**config.mk**
```make
export PLATFORM = sky130hd
export DESIGN_NAME = fp_adder_arbiter
export DESIGN_NICKNAME = d
export VERILOG_FILES = /design/src/rtl/fp_arb_pkg.sv /design/src/rtl/rr_arbiter.sv /design/src/rtl/fp_adder_arbiter.sv
export SDC_FILE = /design/constraint.sdc
export NUM_CORES = 1
export LEC_CHECK = 0
export ABC_CLOCK_PERIOD_IN_PS = 3900
export CAP_MARGIN = 20
export CORE_ASPECT_RATIO = 0.8
export CORE_MARGIN = 2
export CORE_UTILIZATION = 37
export DETAILED_ROUTE_END_ITERATION = 6
export PLACE_DENSITY = 0.78
export RECOVER_POWER = 25
export SETUP_SLACK_MARGIN = 0.05
export SLEW_MARGIN = 20
export SYNTH_ARGS = -nofsm -noshare
export SYNTH_HDL_FRONTEND = slang
export SYNTH_SLANG_ARGS = --single-unit
```
**constraint.sdc**
```tcl
create_clock -name clk -period 3.9 [get_ports clk]
set_clock_uncertainty 0.15 [all_clocks]
set_input_delay 1.17 -clock clk [delete_from_list [all_inputs] [get_ports clk]]
set_output_delay 1.17 -clock clk [all_outputs]
set_load 0.01 [all_outputs]
```
**src/rtl/fp_arb_pkg.sv**
```systemverilog
`default_nettype none
// ============================================================================
// Package  : fp_arb_pkg
// Brief    : Shared state encoding, constants and width helpers for the
//            floating-point adder arbiter.
// Revision : 1.0 - initial release
// ============================================================================
package fp_arb_pkg;

    typedef logic [2:0] state_t;

    localparam state_t c_IDLE    = 3'd0;
    localparam state_t c_LOAD    = 3'd1;
    localparam state_t c_WAIT    = 3'd2;
    localparam state_t c_ACK     = 3'd3;
    localparam state_t c_RECOVER = 3'd4;
    localparam state_t c_RESP    = 3'd5;

    // Quiet NaN returned when the adder had to be recovered
    localparam logic [31:0] c_FP_QNAN = 32'h7FC0_0000;

    // Bits needed to count from 0 up to n inclusive
    function automatic int cnt_width(input int n);
        return (n < 1) ? 1 : $clog2(n + 1);
    endfunction

endpackage
`default_nettype wire

```
**src/rtl/rr_arbiter.sv**
```systemverilog
`default_nettype none
// ============================================================================
// Module   : rr_arbiter
// Brief    : Combinational round-robin picker; searches upward from ptr+1.
// Revision : 1.0 - initial release
// ============================================================================
module rr_arbiter #(
    parameter int NREQ = 4
) (
    input  logic [NREQ-1:0]         i_req,
    input  logic [$clog2(NREQ)-1:0] i_ptr,
    output logic [NREQ-1:0]         o_grant,
    output logic [$clog2(NREQ)-1:0] o_grant_idx,
    output logic                    o_valid
);

    localparam int c_IDX_W = $clog2(NREQ);

    int                 w_pos;
    logic [c_IDX_W-1:0] w_pos_idx;

    always_comb begin
        o_grant     = '0;
        o_grant_idx = '0;
        o_valid     = 1'b0;
        w_pos       = 0;
        w_pos_idx   = '0;
        for (int k = 1; k <= NREQ; k++) begin
            w_pos     = (int'(i_ptr) + k) % NREQ;
            w_pos_idx = c_IDX_W'(w_pos);
            if (!o_valid && i_req[w_pos_idx]) begin
                o_valid            = 1'b1;
                o_grant[w_pos_idx] = 1'b1;
                o_grant_idx        = w_pos_idx;
            end
        end
    end

endmodule
`default_nettype wire

```
**src/rtl/fp_adder_arbiter.sv**
```systemverilog
`default_nettype none
// ============================================================================
// Module   : fp_adder_arbiter
// Brief    : Shares one single-precision adder between NREQ requesters with
//            round-robin arbitration, 4-phase adder handshake and a watchdog.
// Revision : 1.0 - initial release
// ============================================================================
module fp_adder_arbiter
    import fp_arb_pkg::*;
#(
    parameter int NREQ     = 4,
    parameter int TIMEOUT  = 256,
    parameter int RST_HOLD = 2
) (
    input  logic                    clk,
    input  logic                    reset,
    input  logic [NREQ-1:0]         req_valid,
    input  logic [32*NREQ-1:0]      req_a,
    input  logic [32*NREQ-1:0]      req_b,
    output logic [NREQ-1:0]         req_ready,
    output logic [NREQ-1:0]         rsp_valid,
    output logic [31:0]             rsp_data,
    output logic                    rsp_error,
    input  logic [NREQ-1:0]         rsp_ack,
    output logic                    add_load,
    output logic [31:0]             add_a,
    output logic [31:0]             add_b,
    input  logic [31:0]             add_result,
    input  logic                    add_result_ready,
    output logic                    add_result_ack,
    output logic                    add_reset,
    output logic                    busy,
    output logic [$clog2(NREQ)-1:0] grant_id
);

    localparam int c_IDX_W  = $clog2(NREQ);
    localparam int c_WDOG_W = cnt_width(TIMEOUT);
    localparam int c_HOLD_W = cnt_width(RST_HOLD);

    state_t              r_state;
    logic [c_IDX_W-1:0]  r_rr_ptr;
    logic [c_IDX_W-1:0]  r_grant_id;
    logic [31:0]         r_a;
    logic [31:0]         r_b;
    logic [31:0]         r_result;
    logic                r_error;
    logic [c_WDOG_W-1:0] r_wdog;
    logic [c_HOLD_W-1:0] r_hold;

    logic [NREQ-1:0]     w_grant;
    logic [c_IDX_W-1:0]  w_grant_idx;
    logic                w_grant_vld;
    logic [31:0]         w_op_a;
    logic [31:0]         w_op_b;
    logic                w_rsp_ack;

    rr_arbiter #(
        .NREQ (NREQ)
    ) u_rr_arbiter (
        .i_req       (req_valid),
        .i_ptr       (r_rr_ptr),
        .o_grant     (w_grant),
        .o_grant_idx (w_grant_idx),
        .o_valid     (w_grant_vld)
    );

    // One-hot operand select of the winning requester
    always_comb begin
        w_op_a = '0;
        w_op_b = '0;
        for (int i = 0; i < NREQ; i++) begin
            if (w_grant[i]) begin
                w_op_a = req_a[32*i +: 32];
                w_op_b = req_b[32*i +: 32];
            end
        end
    end

    // Only the owner's ack bit can close the response
    assign w_rsp_ack = |(rsp_ack & rsp_valid);

    always_ff @(posedge clk) begin
        if (!reset) begin
            r_state    <= c_IDLE;
            r_rr_ptr   <= c_IDX_W'(NREQ - 1);
            r_grant_id <= '0;
            r_a        <= '0;
            r_b        <= '0;
            r_result   <= '0;
            r_error    <= 1'b0;
            r_wdog     <= '0;
            r_hold     <= '0;
        end else begin
            case (r_state)
                c_IDLE: begin
                    if (w_grant_vld) begin
                        r_grant_id <= w_grant_idx;
                        r_a        <= w_op_a;
                        r_b        <= w_op_b;
                        r_state    <= c_LOAD;
                    end
                end
                c_LOAD: begin
                    r_wdog  <= '0;
                    r_state <= c_WAIT;
                end
                c_WAIT: begin
                    // A result arriving on the timeout cycle still counts
                    if (add_result_ready) begin
                        r_result <= add_result;
                        r_error  <= 1'b0;
                        r_state  <= c_ACK;
                    end else if (r_wdog == c_WDOG_W'(TIMEOUT - 1)) begin
                        r_hold  <= '0;
                        r_state <= c_RECOVER;
                    end else begin
                        r_wdog <= r_wdog + c_WDOG_W'(1);
                    end
                end
                c_ACK: begin
                    if (!add_result_ready) begin
                        r_state <= c_RESP;
                    end
                end
                c_RECOVER: begin
                    if (r_hold == c_HOLD_W'(RST_HOLD - 1)) begin
                        r_result <= c_FP_QNAN;
                        r_error  <= 1'b1;
                        r_state  <= c_RESP;
                    end else begin
                        r_hold <= r_hold + c_HOLD_W'(1);
                    end
                end
                c_RESP: begin
                    if (w_rsp_ack) begin
                        r_rr_ptr <= r_grant_id;
                        r_error  <= 1'b0;
                        r_state  <= c_IDLE;
                    end
                end
                default: r_state <= c_IDLE;
            endcase
        end
    end

    always_comb begin
        rsp_valid = '0;
        if (r_state == c_RESP) begin
            rsp_valid[r_grant_id] = 1'b1;
        end
    end

    assign req_ready      = (reset && r_state == c_IDLE) ? w_grant : '0;
    assign rsp_data       = r_result;
    assign rsp_error      = r_error;
    assign add_load       = (r_state == c_LOAD);
    assign add_a          = r_a;
    assign add_b          = r_b;
    assign add_result_ack = (r_state == c_ACK);
    assign add_reset      = reset & (r_state != c_RECOVER);
    assign busy           = (r_state != c_IDLE);
    assign grant_id       = r_grant_id;

endmodule
`default_nettype wire

```
After elaboration in Yosys (flattened, before gate mapping)
Cells that the tools add are included.
{"block": "word_totals", "wordCells": 134, "rom_bits": 0, "out_inout_bits": 111, "input_bits": 299, "memories": 0, "ram_bits": 0, "latch_bits": 0, "reg_bits": 115}
{"block": "op_classes", "div": 0, "order_cmp": 10, "n_shift": 0, "n_reduce_logical": 25, "mul": 0, "bitwise": 5, "eq_ne": 18, "muxes": 61, "add_sub_neg": 6}
{"cell": "two-way mux 32 bit", "count": 10}
{"cell": "case mux 32 bit (2 select lines)", "count": 1}
{"cell": "two-way mux 4 bit", "count": 6}
{"cell": "two-way mux 3 bit", "count": 6}
{"cell": "two-way mux 9 bit", "count": 2}
{"cell": "case mux 3 bit (6 select lines)", "count": 1}
{"cell": "case mux 9 bit (2 select lines)", "count": 1}
{"cell": "two-way mux 1 bit", "count": 16}
{"cell": "inequality test 2 bit (second input constant)", "count": 8}
{"cell": "< comparator 2 x 3 -> 1 bit (second input constant)", "count": 5}
{"cell": "two-way mux 2 bit", "count": 7}
{"cell": "OR 4 bit", "count": 3}
{"cell": "demux 1 bit (select 2 bit)", "count": 5}
{"cell": "greater-or-equal comparator 2 x 1 -> 1 bit (second input constant)", "count": 5}
{"cell": "adder 9 x 1 -> 9 bit (second input constant)", "count": 1}
{"cell": "== test 9 x 8 -> 1 bit (second input constant)", "count": 1}
{"cell": "logical AND 1 bit", "count": 9}
{"cell": "binary-select mux 1 bit (select 2 bit)", "count": 4}
{"cell": "AND reduction 4 bit", "count": 2}
{"cell": "adder 2 x 1 -> 2 bit (second input constant)", "count": 3}
{"cell": "== test 3 x 2 -> 1 bit (second input constant)", "count": 2}
{"cell": "== test 3 bit (second input constant)", "count": 2}
{"cell": "inequality test 3 bit (second input constant)", "count": 2}
{"cell": "AND reduction 3 bit", "count": 2}
{"cell": "other kinds (15)", "count": 21}

Logic depth before layout (Yosys ltp)
Gate-level depths: netlist of the first run.
{"block": "depth", "depth_word": 17, "ltp_mapped": 13, "mapped_depth_nobuf": 10}

Modules after synthesis
From an unflattened synthesis of the first run, not the netlist that was laid out.
{"block": "hier_totals", "hier_cells": 873, "area_unflattened_um2": 7041.8}
{"mod": "fp_adder_arbiter", "cells_each": 805, "instances": 1, "seq_area_each_um2": 2302.2, "area_per_inst_um2": 6516.2}
{"mod": "rr_arbiter", "cells_each": 68, "instances": 1, "seq_area_each_um2": 0.0, "area_per_inst_um2": 525.5}

Worst setup path before layout of the first run
No wires, ideal clock.
{"block": "synth_timing", "path_type": "register to output", "start": "reg r_rr_ptr[0]", "end": "out req_ready[3]", "slack_ns": -0.339, "stages_incl_launch_ff": 13, "t_arrival_ns": 2.919, "t_required_ns": 2.580, "path_buffers": 5, "path_cell_list": "dfxtp_1 -> buf_4 -> inv_1 -> ha_1 -> buf_2 -> mux2_1 -> or4_1 -> clkbuf_1 -> a21boi_2 -> a211oi_1 -> buf_2 -> clkbuf_1 -> nor2_1"}
{"block": "synth_via", "elab_chain_cells": 14, "word_cells_on_any_way": 49, "cone_classes": "add/sub: 4; order compare: 8; mux: 24; bitwise: 3; reduce/logical: 10"}
{"element": "start: declaration", "line": "fp_adder_arbiter.sv:41", "text": "logic [c_IDX_W-1:0] r_rr_ptr;"}
{"element": "start signal: assignment", "line": "fp_adder_arbiter.sv:85", "text": "r_rr_ptr <= c_IDX_W'(NREQ - 1);"}
{"element": "start signal: assignment", "line": "fp_adder_arbiter.sv:136", "text": "r_rr_ptr <= r_grant_id;"}
{"element": "branches (longest 12 deep; another with < comparator 2 x 3 -> 1 bit)"}
{"element": "two-way mux 4 bit (*)", "line": "rr_arbiter.sv:31", "text": "if (!o_valid && i_req[w_pos_idx]) begin"}
{"element": "two-way mux 4 bit (*)", "line": "fp_adder_arbiter.sv:153", "text": "assign req_ready = (reset && r_state == c_IDLE) ? w_grant : '0;"}
{"element": "end: declaration", "line": "fp_adder_arbiter.sv:20", "text": "output logic [NREQ-1:0] req_ready,"}
Every way passes the cells marked *. The select of a mux whose other input is x is not followed.

Final worst setup path of the first run
{"block": "layout_timing", "start": "in req_valid[1]", "end": "out req_ready[3]"}
{"block": "layout_via", "elab_chain_cells": 13, "word_cells_on_any_way": 25, "cone_classes": "mux: 16; bitwise: 3; reduce/logical: 6"}
{"element": "start: declaration", "line": "fp_adder_arbiter.sv:17", "text": "input logic [NREQ-1:0] req_valid,"}
{"element": "binary-select mux 1 bit (select 2 bit)", "line": "rr_arbiter.sv:31"}
{"element": "two-way mux 1 bit (not written as such)", "line": "rr_arbiter.sv:31"}
{"element": "two-way mux 1 bit", "line": "rr_arbiter.sv:31"}
{"element": "zero test 1 bit", "line": "rr_arbiter.sv:31"}
{"element": "logical AND 1 bit", "line": "rr_arbiter.sv:31"}
{"element": "two-way mux 1 bit", "line": "rr_arbiter.sv:31"}
{"element": "zero test 1 bit", "line": "rr_arbiter.sv:31"}
{"element": "logical AND 1 bit", "line": "rr_arbiter.sv:31"}
{"element": "two-way mux 1 bit", "line": "rr_arbiter.sv:31"}
{"element": "zero test 1 bit", "line": "rr_arbiter.sv:31"}
{"element": "logical AND 1 bit", "line": "rr_arbiter.sv:31"}
{"element": "two-way mux 4 bit (*)", "line": "rr_arbiter.sv:31"}
{"element": "two-way mux 4 bit (*)", "line": "fp_adder_arbiter.sv:153"}
Mark *: on every way between the ends. The rest lies on a longest branch, timed or not. The select of a mux whose other input is x is not followed.

==> impl_metrics.tcl, run 1 <==
set metrics [dict create \
    status "finished with violations" \
    violations_in_the_final_reports "negative setup slack" \
    final_antenna_net_count 0 \
    layout-area-overhead-vs-synth_pct 66.0 \
    h-tree-depth 4 \
    filler_cell_count 1852 \
    yosys.area.top_type "sky130_fd_sc_hd__dfxtp_1" \
    tightest_slew_ns 1.06 \
    wire_per_inst_um 21.4 \
    leakagePower_nw 5.42 \
    clock_power_share_pct 27.4 \
    hold_critical_path_depth 1 \
    clock_sink_count 115 \
    critPathMaxStageDelay_ns 0.56 \
    power_mw 5.68 \
    critical-path-slowest-cell "sky130_fd_sc_hd__mux4_2" \
    critical_path_arrival_ns 2.70 \
    netlist_area_sq_um 8250 \
    share_of_layout_cells_above_drive_strength_1_pct 20.7 \
    grt.overflow.total 0 \
    grt_first_pass_wirelength_um 50200 \
    finalCritPeriodShare_pct 103 \
    hold_viol 0 \
    gp_congestion 0.883 \
    clkTransAtPathRegs_ns 0.06 \
    vias_per_cell 5.69 \
    power.internal_mw 3.60 \
    root_buffer "sky130_fd_sc_hd__clkbuf_16" \
    initial_antenna_violation_count 6 \
    drt-pass1-iter-count 5 \
    drt_wl_total_um 34200 \
    synth-warning-count 0 \
    area.sequential_sq_um 2300 \
    mean_cell_area_of_the_mapped_netlist_sq_um 9.28 \
    synth-main-ff-cell "sky130_fd_sc_hd__dfxtp_1" \
    critical_path_required_ns 2.58 \
    timing.max_cap.violations 0 \
    post-route-util_pct 63.0 \
    power.switching_fraction_pct 36.6 \
    cts_inserted_buffers 17 \
    pwr-share-seq_pct 27.2 \
    dieWidth_um 171 \
    place_hpwl_um 23600 \
    hold_class "register to register" \
    core_region_area_sq_um 21700 \
    cts_tree "done" \
    timing.critical_path.to_type "output pin" \
    drt_first_iter_violations 760 \
    postSynthCellCount 889 \
    vdd.ir_drop.worst_v 0.000314 \
    path_cells "buf_8 -> buf_6 -> mux4_2 -> buf_6 -> nand2_4 -> o21ai_4 -> a211oi_4 -> nor2_4 -> buf_6" \
    path_max_fanout 6 \
    clk_path_buf_depth 2 \
    timing.hold.ws_ns 0.319 \
    postSynthRegisterBits 115 \
    fin_cells 1599 \
    max_slew_margin_pct 29.1 \
    number_of_nets_at_the_end_of_the_flow 1592 \
    report.final.setup_viol 4 \
    multiInputGateArea_sq_um 5340 \
    timing.final.crit_period_ns 4.02 \
    synth.yosys.seq_area_share_pct 27.9 \
    netlist.area_leader.share_pct 27.9 \
    power_switching_mw 2.08 \
    drv_slew 0 \
    criticalPathCategory "input port to output pin" \
    fp.dieArea_sq_um 23500 \
    critical_path.most_common_cell "sky130_fd_sc_hd__buf_6" \
    share_comb_of_total_power_pct 45.4 \
    synthesis.nets 1199 \
    port_buffers 409 \
    achievable-frequency_mhz 249 \
    clock_latency_late_sink_ns 0.42 \
    maximum_number_of_pins_on_one_net_before_global_route_repair 65 \
    dp_slack_ns -0.973 \
    synth-edff-count 0 \
    placed_cells 1555 \
    worst_slack_ns -0.120 \
    top_level_ports 410 \
    grt.total_usage_pct 27.6 \
    power-per-cell-area_nw_per_um2 414 \
    netlist_top_cells_area "sky130_fd_sc_hd__dfxtp_1 28%, sky130_fd_sc_hd__o221ai_2 11%, sky130_fd_sc_hd__o22ai_2 9.1%" \
    dr_total_vias 9094 \
    detail_route.drc_violations 0 \
    floorplan.initialDensity_pct 38.0 \
    synth.distinct_cells 64 \
    die_h_um 138 \
    grt_pass1_vias 8696 \
    synthArstFlopShare_pct 0 \
    core.rowCount 48 \
    grt_setup_unrepaired "yes" \
    r2r.worst_path.cells 12 \
    worstSetupStartpointType "input port" \
]
area by class of cell:
class | instances | share of cell area, %
Multi-Input combinational cell | 597 | 39.0
Timing Repair Buffer | 478 | 35.2
Sequential cell | 115 | 16.8
Clock buffer | 18 | 3.13
Tap cell | 300 | 2.74
Inverter | 73 | 2.02
Clock inverter | 14 | 1.06
Antenna cell | 4 | 0.0731
cells by family after synthesis:
family,share of synthesized area [%]
AND/OR/NAND/NOR,8.99
AO/OA/AOI/OAI,49.3
flip-flops,27.9
adder cells (fa/ha/maj),1.67
XOR/XNOR,0.637
multiplexers,2.08
buffers and inverters,9.40
layer usage:
| layer | GRT usage, % | wire length [um] |
|---|---|---|
| met5 | 0 | 30 |
| met2 | 44.3 | 16500 |
| met4 | 9.32 | 585 |
| met1 | 36.2 | 14500 |
| met3 | 6.87 | 2640 |
state kept, by name, summed over array words and instances, names as in the netlist:
register,flops
r_wdog,9
r_state,3
grant_id,2
rsp_data,32
r_hold,2
add_a,32
r_rr_ptr,2
rsp_error,1
add_b,32
worst paths after layout:
| path | startpoint | to | slack (ns) |
|---|---|---|---|
| max reg2reg | r_rr_ptr[1] | add_a[4] | 0.36 |
| max | req_valid[1] | req_ready[3] | -0.12 |
| min reg2reg | rsp_data[14] | rsp_data[14] | 0.32 |
| min | rsp_data[14] | rsp_data[14] | 0.32 |
placed cells by master (no fill, tap or decap), types with 3 or more instances in the layout:
master | netlist | final
sky130_fd_sc_hd__clkdlybuf4s50_1 | 0 | 379
sky130_fd_sc_hd__dfxtp_1 | 115 | 114
sky130_fd_sc_hd__nand2_1 | 84 | 83
sky130_fd_sc_hd__inv_1 | 73 | 72
sky130_fd_sc_hd__a2bb2oi_1 | 64 | 64
sky130_fd_sc_hd__o211a_1 | 64 | 64
sky130_fd_sc_hd__o31ai_1 | 63 | 63
sky130_fd_sc_hd__o221ai_2 | 60 | 60
sky130_fd_sc_hd__o22ai_2 | 60 | 60
sky130_fd_sc_hd__buf_4 | 2 | 43
sky130_fd_sc_hd__nor2_1 | 40 | 36
sky130_fd_sc_hd__a22o_1 | 23 | 23
sky130_fd_sc_hd__dlygate4sd3_1 | 0 | 21
sky130_fd_sc_hd__clkbuf_16 | 0 | 17
sky130_fd_sc_hd__buf_6 | 8 | 16
sky130_fd_sc_hd__a21oi_1 | 11 | 11
sky130_fd_sc_hd__ha_1 | 11 | 11
sky130_fd_sc_hd__buf_12 | 0 | 10
sky130_fd_sc_hd__o221a_2 | 9 | 9
sky130_fd_sc_hd__mux2i_1 | 7 | 6
sky130_fd_sc_hd__o22ai_1 | 6 | 6
sky130_fd_sc_hd__inv_6 | 0 | 6
sky130_fd_sc_hd__o21ai_0 | 6 | 5
sky130_fd_sc_hd__nand2b_1 | 6 | 5
sky130_fd_sc_hd__nor3_1 | 6 | 5
sky130_fd_sc_hd__nand3_1 | 5 | 5
sky130_fd_sc_hd__o221ai_1 | 5 | 5
sky130_fd_sc_hd__diode_2 | 0 | 4
sky130_fd_sc_hd__nor2b_1 | 4 | 4
sky130_fd_sc_hd__xor2_1 | 4 | 4
sky130_fd_sc_hd__clkbuf_1 | 58 | 4
sky130_fd_sc_hd__a31oi_1 | 3 | 3
sky130_fd_sc_hd__mux4_2 | 3 | 3
sky130_fd_sc_hd__a211oi_1 | 4 | 3
sky130_fd_sc_hd__o21ai_1 | 2 | 3
sky130_fd_sc_hd__mux2_4 | 0 | 3
sky130_fd_sc_hd__nor2_4 | 0 | 3
sky130_fd_sc_hd__a21boi_4 | 0 | 3
sky130_fd_sc_hd__clkinvlp_4 | 0 | 3
critical path, delay by kind of cell:
| kind | cells | cell delay, ns |
|---|---|---|
| AO/OA/AOI/OAI | 2 | 0.33 |
| multiplexers | 1 | 0.56 |
| buffers and inverters | 4 | 0.53 |
| AND/OR/NAND/NOR | 2 | 0.10 |
power groups by stage:
stage                     registers (mW)  clock network, mW  logic (mW)
after global placement              1.56                  0        2.53
after global routing                1.57               1.64        2.74
after detailed placement            1.56                  0        2.56
final                               1.55               1.56        2.58
after CTS                           1.54               1.59        2.58
after floorplan                     1.61                  0        1.35
cells in the mapped netlist, types with 3 or more instances:
master and count:
sky130_fd_sc_hd__a2bb2oi_1 64, sky130_fd_sc_hd__nor3_1 6, sky130_fd_sc_hd__inv_1 73, sky130_fd_sc_hd__buf_2 35, sky130_fd_sc_hd__o211a_1 64, sky130_fd_sc_hd__o21ai_0 6
sky130_fd_sc_hd__mux2i_1 7, sky130_fd_sc_hd__dfxtp_1 115, sky130_fd_sc_hd__buf_6 8, sky130_fd_sc_hd__nand2_1 84, sky130_fd_sc_hd__xor2_1 4, sky130_fd_sc_hd__clkbuf_1 58
sky130_fd_sc_hd__a22o_1 23, sky130_fd_sc_hd__nor2b_1 4, sky130_fd_sc_hd__nor3b_1 3, sky130_fd_sc_hd__nand2b_1 6, sky130_fd_sc_hd__o221ai_2 60, sky130_fd_sc_hd__and2_1 3
sky130_fd_sc_hd__a21oi_1 11, sky130_fd_sc_hd__ha_1 11, sky130_fd_sc_hd__o22ai_1 6, sky130_fd_sc_hd__o31ai_1 63, sky130_fd_sc_hd__o22ai_2 60, sky130_fd_sc_hd__nand3_1 5
sky130_fd_sc_hd__o221a_2 9, sky130_fd_sc_hd__a31oi_1 3, sky130_fd_sc_hd__o221ai_1 5, sky130_fd_sc_hd__a211oi_1 4, sky130_fd_sc_hd__mux4_2 3, sky130_fd_sc_hd__nor2_1 40
timing repair:
action                                  in CTS  in global routing
hold buffers                                 0                  0
endpoints found under the setup margin      69                 43
pin swaps                                   12                  7
buffers inserted                             4                  4
gates resized for setup                     52                 19
gates cloned                                 1                  0
stage by stage:
step	TNS [ns]	area [sq um]
global placement	-45.00	12900
floorplan	-0.512	8350
finish	-0.416	13700
CTS	-0.769	13600
global route	-0.568	13700
detailed placement	-44.54	12900
Power figures use the tool's default switching activity.
==> run 2, diff against run 1 <==
--- a/config.mk
+++ b/config.mk
@@ -11,6 +11,7 @@
 export CORE_MARGIN = 2
 export CORE_UTILIZATION = 37
 export DETAILED_ROUTE_END_ITERATION = 6
+export GPL_ROUTABILITY_DRIVEN = 1
 export PLACE_DENSITY = 0.78
 export RECOVER_POWER = 25
 export SETUP_SLACK_MARGIN = 0.05
==> results of run 2 <==
Final layout, timing and power as in run 1 (identical DEF).
